$ cat config.mk
export PLATFORM = sky130hd
export DESIGN_NAME = sim_ctrl_mon
export DESIGN_NICKNAME = d
export VERILOG_FILES = /design/src/rtl/sim_ctrl_pkg.sv /design/src/rtl/sim_ctrl_fifo.sv /design/src/rtl/sim_ctrl_mon.sv
export SDC_FILE = /design/constraint.sdc
export NUM_CORES = 1
export LEC_CHECK = 0
export CAP_MARGIN = 20
export CORE_MARGIN = 1.5
export CORE_UTILIZATION = 35
export DETAILED_ROUTE_END_ITERATION = 7
export GPL_ROUTABILITY_DRIVEN = 1
export REMOVE_ABC_BUFFERS = 1
export SLEW_MARGIN = 10
export SYNTH_ARGS = -nofsm -noshare
export SYNTH_HDL_FRONTEND = slang
export SYNTH_SLANG_ARGS = --single-unit
$ cat constraint.sdc
create_clock -name clk -period 4.3 [get_ports clk]
set_input_delay 0.86 -clock clk [delete_from_list [all_inputs] [get_ports clk]]
set_output_delay 0.86 -clock clk [all_outputs]
set_load 0.05 [all_outputs]
$ cat src/rtl/sim_ctrl_pkg.sv
// sim_ctrl_pkg: shared types and constants for the simulation-control monitor.
//   state_e          - top-level FSM states (run / pass / fail)
//   FC_*             - fail_code encodings reported on the fail_code output
//   PASS_W*/FAIL_W*  - mailbox magic words that terminate a test
//   is_pass_word/is_fail_word - magic-word decoders
`timescale 1ns/1ps
package sim_ctrl_pkg;

  typedef enum logic [1:0] {
    StRun  = 2'd0,
    StPass = 2'd1,
    StFail = 2'd2
  } state_e;

  localparam logic [1:0] FC_NONE   = 2'd0;
  localparam logic [1:0] FC_SW     = 2'd1;
  localparam logic [1:0] FC_WDOG   = 2'd2;
  localparam logic [1:0] FC_BUDGET = 2'd3;

  localparam logic [31:0] PASS_W0 = 32'h0000_0FFF;
  localparam logic [31:0] PASS_W1 = 32'hFFFF_0000;
  localparam logic [31:0] FAIL_W0 = 32'h0000_0EEE;
  localparam logic [31:0] FAIL_W1 = 32'hEEEE_0000;

  function automatic logic is_pass_word(input logic [31:0] w);
    return (w == PASS_W0) || (w == PASS_W1);
  endfunction

  function automatic logic is_fail_word(input logic [31:0] w);
    return (w == FAIL_W0) || (w == FAIL_W1);
  endfunction

endpackage

$ cat src/rtl/sim_ctrl_fifo.sv
// sim_ctrl_fifo: synchronous 8-bit x DEPTH FIFO for console characters.
//   clk, rst_b      - clock, asynchronous active-low reset (clears contents)
//   push, push_data - write request and byte
//   pop             - read request (ignored when empty)
//   full, empty     - occupancy flags
//   head            - byte at the head of the FIFO
// A push while full is accepted only if a pop frees an entry in the same cycle.
`timescale 1ns/1ps
module sim_ctrl_fifo #(
  parameter int unsigned DEPTH = 16
) (
  input  logic       clk,
  input  logic       rst_b,
  input  logic       push,
  input  logic [7:0] push_data,
  input  logic       pop,
  output logic       full,
  output logic       empty,
  output logic [7:0] head
);

  localparam int unsigned AW = $clog2(DEPTH);

  logic [7:0]    mem_q [DEPTH];
  logic [AW-1:0] wr_ptr_q, rd_ptr_q;
  logic [AW:0]   count_q;
  logic          do_push, do_pop;

  assign empty   = (count_q == '0);
  assign full    = (count_q == (AW+1)'(DEPTH));
  assign do_pop  = pop && !empty;
  assign do_push = push && (!full || do_pop);
  assign head    = mem_q[rd_ptr_q];

  always_ff @(posedge clk or negedge rst_b) begin
    if (!rst_b) begin
      for (int i = 0; i < DEPTH; i++) mem_q[i] <= '0;
      wr_ptr_q <= '0;
      rd_ptr_q <= '0;
      count_q  <= '0;
    end else begin
      if (do_push) begin
        mem_q[wr_ptr_q] <= push_data;
        wr_ptr_q        <= wr_ptr_q + AW'(1);
      end
      if (do_pop) rd_ptr_q <= rd_ptr_q + AW'(1);
      case ({do_push, do_pop})
        2'b10:   count_q <= count_q + (AW+1)'(1);
        2'b01:   count_q <= count_q - (AW+1)'(1);
        default: count_q <= count_q;
      endcase
    end
  end

endmodule

$ cat src/rtl/sim_ctrl_mon.sv
// sim_ctrl_mon: simulation-control monitor. Snoops AHB-Lite writes to a mailbox
// address and decodes pass / fail / console-character events; also enforces an
// idle-retire watchdog and a run-cycle budget.
//   clk, rst_b          - clock, asynchronous active-low reset
//   ahb_*               - snooped AHB-Lite signals
//   retire              - per-hart retire strobes
//   char_valid/data/ready - console FIFO drain port (pop on valid && ready)
//   done, pass, fail    - sticky termination status
//   fail_code           - failure cause (FC_SW / FC_WDOG / FC_BUDGET)
//   cycle_cnt           - saturating count of cycles spent running
//   drop_cnt            - saturating count of bytes lost to a full FIFO
`timescale 1ns/1ps
module sim_ctrl_mon
  import sim_ctrl_pkg::*;
#(
  parameter int unsigned        NUM_HARTS   = 1,
  parameter int unsigned        ADDR_W      = 32,
  parameter logic [ADDR_W-1:0]  MBOX_ADDR   = 32'h6000_fff8,
  parameter int unsigned        WDOG_CYCLES = 5000,
  parameter logic [31:0]        MAX_CYCLES  = 32'hFFFF_FFFF,
  parameter int unsigned        FIFO_DEPTH  = 16
) (
  input  logic                 clk,
  input  logic                 rst_b,
  input  logic [1:0]           ahb_htrans,
  input  logic [ADDR_W-1:0]    ahb_haddr,
  input  logic                 ahb_hwrite,
  input  logic                 ahb_hready,
  input  logic [31:0]          ahb_hwdata,
  input  logic [NUM_HARTS-1:0] retire,
  input  logic                 char_ready,
  output logic                 char_valid,
  output logic [7:0]           char_data,
  output logic                 done,
  output logic                 pass,
  output logic                 fail,
  output logic [1:0]           fail_code,
  output logic [31:0]          cycle_cnt,
  output logic [7:0]           drop_cnt
);

  localparam int unsigned IDLE_W = $clog2(WDOG_CYCLES + 1);

  state_e            state_q, state_d;
  logic [1:0]        fail_code_q, fail_code_d;
  logic              pend_q, pend_d;
  logic [IDLE_W-1:0] idle_q, idle_d;
  logic [31:0]       cycle_cnt_q, cycle_cnt_d;
  logic [7:0]        drop_cnt_q, drop_cnt_d;
  logic              pass_q, fail_q, done_q;

  logic in_run, addr_accept, data_done;
  logic sw_pass, sw_fail, char_push, wdog_hit, budget_hit;
  logic fifo_full, fifo_empty, fifo_pop;

  // htrans[1] covers both NONSEQ and SEQ.
  assign addr_accept = ahb_hready && ahb_htrans[1] && ahb_hwrite && (ahb_haddr == MBOX_ADDR);
  assign data_done   = pend_q && ahb_hready;
  // On a ready cycle the old data phase ends and a new address phase may start.
  assign pend_d      = ahb_hready ? addr_accept : pend_q;

  assign in_run     = (state_q == StRun);
  assign sw_pass    = in_run && data_done && is_pass_word(ahb_hwdata);
  assign sw_fail    = in_run && data_done && is_fail_word(ahb_hwdata);
  assign char_push  = in_run && data_done && !is_pass_word(ahb_hwdata)
                      && !is_fail_word(ahb_hwdata);
  assign wdog_hit   = in_run && (idle_q == IDLE_W'(WDOG_CYCLES));
  // Fire on the edge where the count reaches the budget so the reported
  // cycle_cnt equals MAX_CYCLES.
  assign budget_hit = in_run && (MAX_CYCLES != 32'd0) && (cycle_cnt_q == MAX_CYCLES - 32'd1);

  assign char_valid = !fifo_empty;
  assign fifo_pop   = char_valid && char_ready;

  always_comb begin
    state_d     = state_q;
    fail_code_d = fail_code_q;
    case (state_q)
      StRun: begin
        if (sw_pass) begin
          state_d = StPass;
        end else if (sw_fail) begin
          state_d     = StFail;
          fail_code_d = FC_SW;
        end else if (wdog_hit) begin
          state_d     = StFail;
          fail_code_d = FC_WDOG;
        end else if (budget_hit) begin
          state_d     = StFail;
          fail_code_d = FC_BUDGET;
        end
      end
      default: ;
    endcase
  end

  always_comb begin
    idle_d      = idle_q;
    cycle_cnt_d = cycle_cnt_q;
    drop_cnt_d  = drop_cnt_q;
    if (in_run) begin
      if (|retire) idle_d = '0;
      else if (idle_q != IDLE_W'(WDOG_CYCLES)) idle_d = idle_q + IDLE_W'(1);
      if (cycle_cnt_q != 32'hFFFF_FFFF) cycle_cnt_d = cycle_cnt_q + 32'd1;
    end
    if (char_push && fifo_full && !fifo_pop && (drop_cnt_q != 8'hFF)) begin
      drop_cnt_d = drop_cnt_q + 8'd1;
    end
  end

  always_ff @(posedge clk or negedge rst_b) begin
    if (!rst_b) begin
      state_q     <= StRun;
      fail_code_q <= FC_NONE;
      pend_q      <= 1'b0;
      idle_q      <= '0;
      cycle_cnt_q <= '0;
      drop_cnt_q  <= '0;
      pass_q      <= 1'b0;
      fail_q      <= 1'b0;
      done_q      <= 1'b0;
    end else begin
      state_q     <= state_d;
      fail_code_q <= fail_code_d;
      pend_q      <= pend_d;
      idle_q      <= idle_d;
      cycle_cnt_q <= cycle_cnt_d;
      drop_cnt_q  <= drop_cnt_d;
      pass_q      <= (state_d == StPass);
      fail_q      <= (state_d == StFail);
      done_q      <= (state_d != StRun);
    end
  end

  sim_ctrl_fifo #(
    .DEPTH (FIFO_DEPTH)
  ) u_fifo (
    .clk       (clk),
    .rst_b     (rst_b),
    .push      (char_push),
    .push_data (ahb_hwdata[7:0]),
    .pop       (fifo_pop),
    .full      (fifo_full),
    .empty     (fifo_empty),
    .head      (char_data)
  );

  assign done      = done_q;
  assign pass      = pass_q;
  assign fail      = fail_q;
  assign fail_code = fail_code_q;
  assign cycle_cnt = cycle_cnt_q;
  assign drop_cnt  = drop_cnt_q;

endmodule

==> out/qor.yml <==
status: "complete, no violations"
viasPerCell: 5.07
worstPathRequired_ns: 3.44
p_total_w: 0.00467
syn_to_final_growth_pct: 24.3
grt_pass1_vias: 6699
fp.dieW_um: 172
grt_pass1_wl_um: 36400
root_buffer: "clkbuf_16"
antenna_found_initial: 2
avgSynthCellArea_sq_um: 13.4
muxShareOfSynthArea: 0.242
drt_iter0_markers: 322
dp_hpwl_um: 16200
yosysSeqAreaShare: 0.503
crit_fanout: 23
path_delay_family: "buffers and inverters"
dieArea_sq_mm: 0.0297
async_flop_share: 1.00
slew_headroom: 0.489
netSwitchingPower_w: 0.00126
grt_setup_unrepaired: "no"
grt_max_degree: 83
cp.arrival_ns: 3.11
cts_buffers: 23
postRouteAntennaNets: 0
r2r-start: "u_fifo.count_q[1]$_DFFE_PN0P_"
cts_tree: "done"
drive_above_1_share: 0.268
combinationalPowerShare: 0.168
grt_overflow: 0
swShare: 0.270
leakage_nw: 5.67
yosys.area.top_type: "dfrtp_1"
rows: 61
synth.distinct_cells: 62
clkTransAtPathRegs_ns: 0.06
fin_worst_skew_ns: 0.0248
maxSlewViolCount: 0
fin_crit_ns: 3.97
crit_slowest_cell: "clkdlybuf4s50_1"
cts_resized: 0
design_area_sq_mm: 0.0125
drt-total-wl_um: 22200
cts.path.max_buffers: 3
postCtsSetupRepairBufs: 0
slowest_delay_ns: 0.72
final-setup-viol-count: 0
min_path_type: "in2async"
clkPwrFrac: 0.388
internal-power_w: 0.00340
cp_num_buf_inv: 2
yosys_most_used_dff: "dfrtp_1"
wl_per_cell_um: 17.4
drv_cap: 0
criticalPathCategory: "reg2out"
yosys_warnings: 0
crit_top_cell: "mux4_2"
nets: 972
synth_edf_count: 0
reg2reg_to: "u_fifo.count_q[4]$_DFFE_PN0P_"
worstSetupStartpointType: "flop"
synth_most_common_cell: "dfrtp_1"
dp.cells: 1239
reg2reg_depth: 12
pin_count: 126
ir_worst_vdd_mv: 0.238
cts_num_sinks: 202
floorplan.initialDensity: 0.359
worstSkewPairLatency_ns: 0.51
port_buffers: 124
synth_xor_area_frac: 0.0531
grt_usage: 0.157
worstPathCellList: "buf_4, mux4_2, mux4_2, clkdlybuf4s50_1"
syn_area_sq_mm: 0.0101
synth_fa_ha_area_frac: 0.0174
synth_top_family_by_area: "multiplexers"
netlist_top_cells_area: "dfrtp_1 50%, mux2_2 11%, mux4_2 9.0%"
drc: 0
synth_simple_gate_area_frac: 0.139
synth_compound_area_frac: 0.0230
fmax_ghz: 0.252
drt_pass1_iterations: 4
rrSetupSlack_ns: 1.06
seqPwrFrac: 0.443
gp_congestion: 0.759
vias: 6479
synthCells: 749
hold_buffers: 0
htreeDepth: 1
p_per_area_mw_per_mm2: 373
ys_ff_latch: 202
ys_top_cells_by_count: "202 x dfrtp_1, 97 x mux2_2, 40 x mux4_2, 40 x xor2_1, 39 x nor2_1"
stdcell_count: 1278
cp.depth: 4
synth_top_area_share: 0.503
timing_hold_violations_final: 0
fin_crit_sh: 0.922
setup.worst_path.end_class: "primary output"
die_h_um: 172
placed_cell_area_sq_mm: 0.0118
core-area_sq_mm: 0.0280
tightest_slew_ns: 0.766
metrics by stage:
step | setup WS [ns] | hold WS, ns | TNS, ns | util
global placement | 0.0149 | 0.468 | 0 | 0.421
floorplan | -0.310 | 0.446 | -0.310 | -
finish | 0.335 | 0.367 | 0 | 0.446
CTS | 0.271 | 0.399 | 0 | 0.446
detailed placement | 0.00953 | 0.473 | 0 | 0.421
global route | 0.201 | 0.402 | 0 | 0.446
how the worst max path moves through the flow:
stage / startpoint / endpoint / slack, ns
global route: u_fifo.rd_ptr_q[0]$_DFFE_PN0P_ / char_data[1] / 0.20
global placement: ahb_hwdata[3] / u_fifo.count_q[4]$_DFFE_PN0P_ / 0.01
detailed placement: ahb_hwdata[1] / u_fifo.count_q[4]$_DFFE_PN0P_ / 0.01
floorplan: ahb_hwdata[0] / u_fifo.count_q[4]$_DFFE_PN0P_ / -0.31
CTS: u_fifo.rd_ptr_q[0]$_DFFE_PN0P_ / char_data[1] / 0.27
finish: u_fifo.rd_ptr_q[0]$_DFFE_PN0P_ / char_data[0] / 0.33
power by group through the flow:
| stage | logic [W] | clock network (W) | registers [W] |
|---|---|---|---|
| 5_1_grt | 0.000863 | 0.00196 | 0.00208 |
| 4_1_cts | 0.000806 | 0.00187 | 0.00207 |
| 3_3_place_gp | 0.000796 | 0 | 0.00210 |
| 2_1_floorplan | 0.000402 | 0 | 0.00218 |
| 6_report | 0.000786 | 0.00181 | 0.00207 |
| 3_5_place_dp | 0.000804 | 0 | 0.00211 |
state kept, by name, summed over array words and instances, names as in the netlist, 4 cells and up:
register and flops:
u_fifo.wr_ptr_q 4, drop_cnt 8, cycle_cnt 32, idle_q 13
u_fifo.mem_q 128, u_fifo.count_q 5, u_fifo.rd_ptr_q 4
routing by layer:
| layer | global-route usage | vias up | wire length [um] |
|---|---|---|---|
| met5 | 0 | - | 13 |
| met4 | 0.0321 | 2 | 240 |
| met3 | 0.0343 | 19 | 1230 |
| met2 | 0.256 | 144 | 10400 |
| met1 | 0.215 | 3278 | 10300 |
| li1 | - | 3036 | - |
kinds of logic (layout without fill, tap and decap cells):
logic type               count (synthesis)  in the layout
adder cells (fa/ha/maj)                 14             14
AND/OR/NAND/NOR                        215            215
buffers and inverters                   52            202
flip-flops                             202            202
XOR/XNOR                                61             61
AO/OA/AOI/OAI                           34             34
other                                    0              1
multiplexers                           171            171
cells in the final DEF (no fill, tap or decap), types with 6 or more instances in the layout:
cell type,instances
and3_1,9
mux2_1,18
clkbuf_8,6
xor2_1,40
nand3_4,12
nor2_1,39
o21ai_0,7
a21oi_1,10
ha_1,14
nand4_1,20
nor4_1,15
mux4_2,40
nor2b_1,6
dfrtp_1,201
mux2_4,16
mux2_2,97
clkdlybuf4s50_1,123
clkbuf_16,23
nand3_1,26
xnor2_1,21
inv_1,16
buf_4,23
nor3_1,17
nand2_1,29
cell type report:
cell class	instances	area [sq um]
Antenna cell	1	2.50
Clock buffer	32	659
Clock inverter	6	33.8
Fill cell	2559	15500
Inverter	16	60.1
Multi-Input combinational cell	495	4770
Sequential cell	202	5060
Tap cell	378	473
Timing Repair Buffer	148	1440
(Power assumes the default switching activity.)
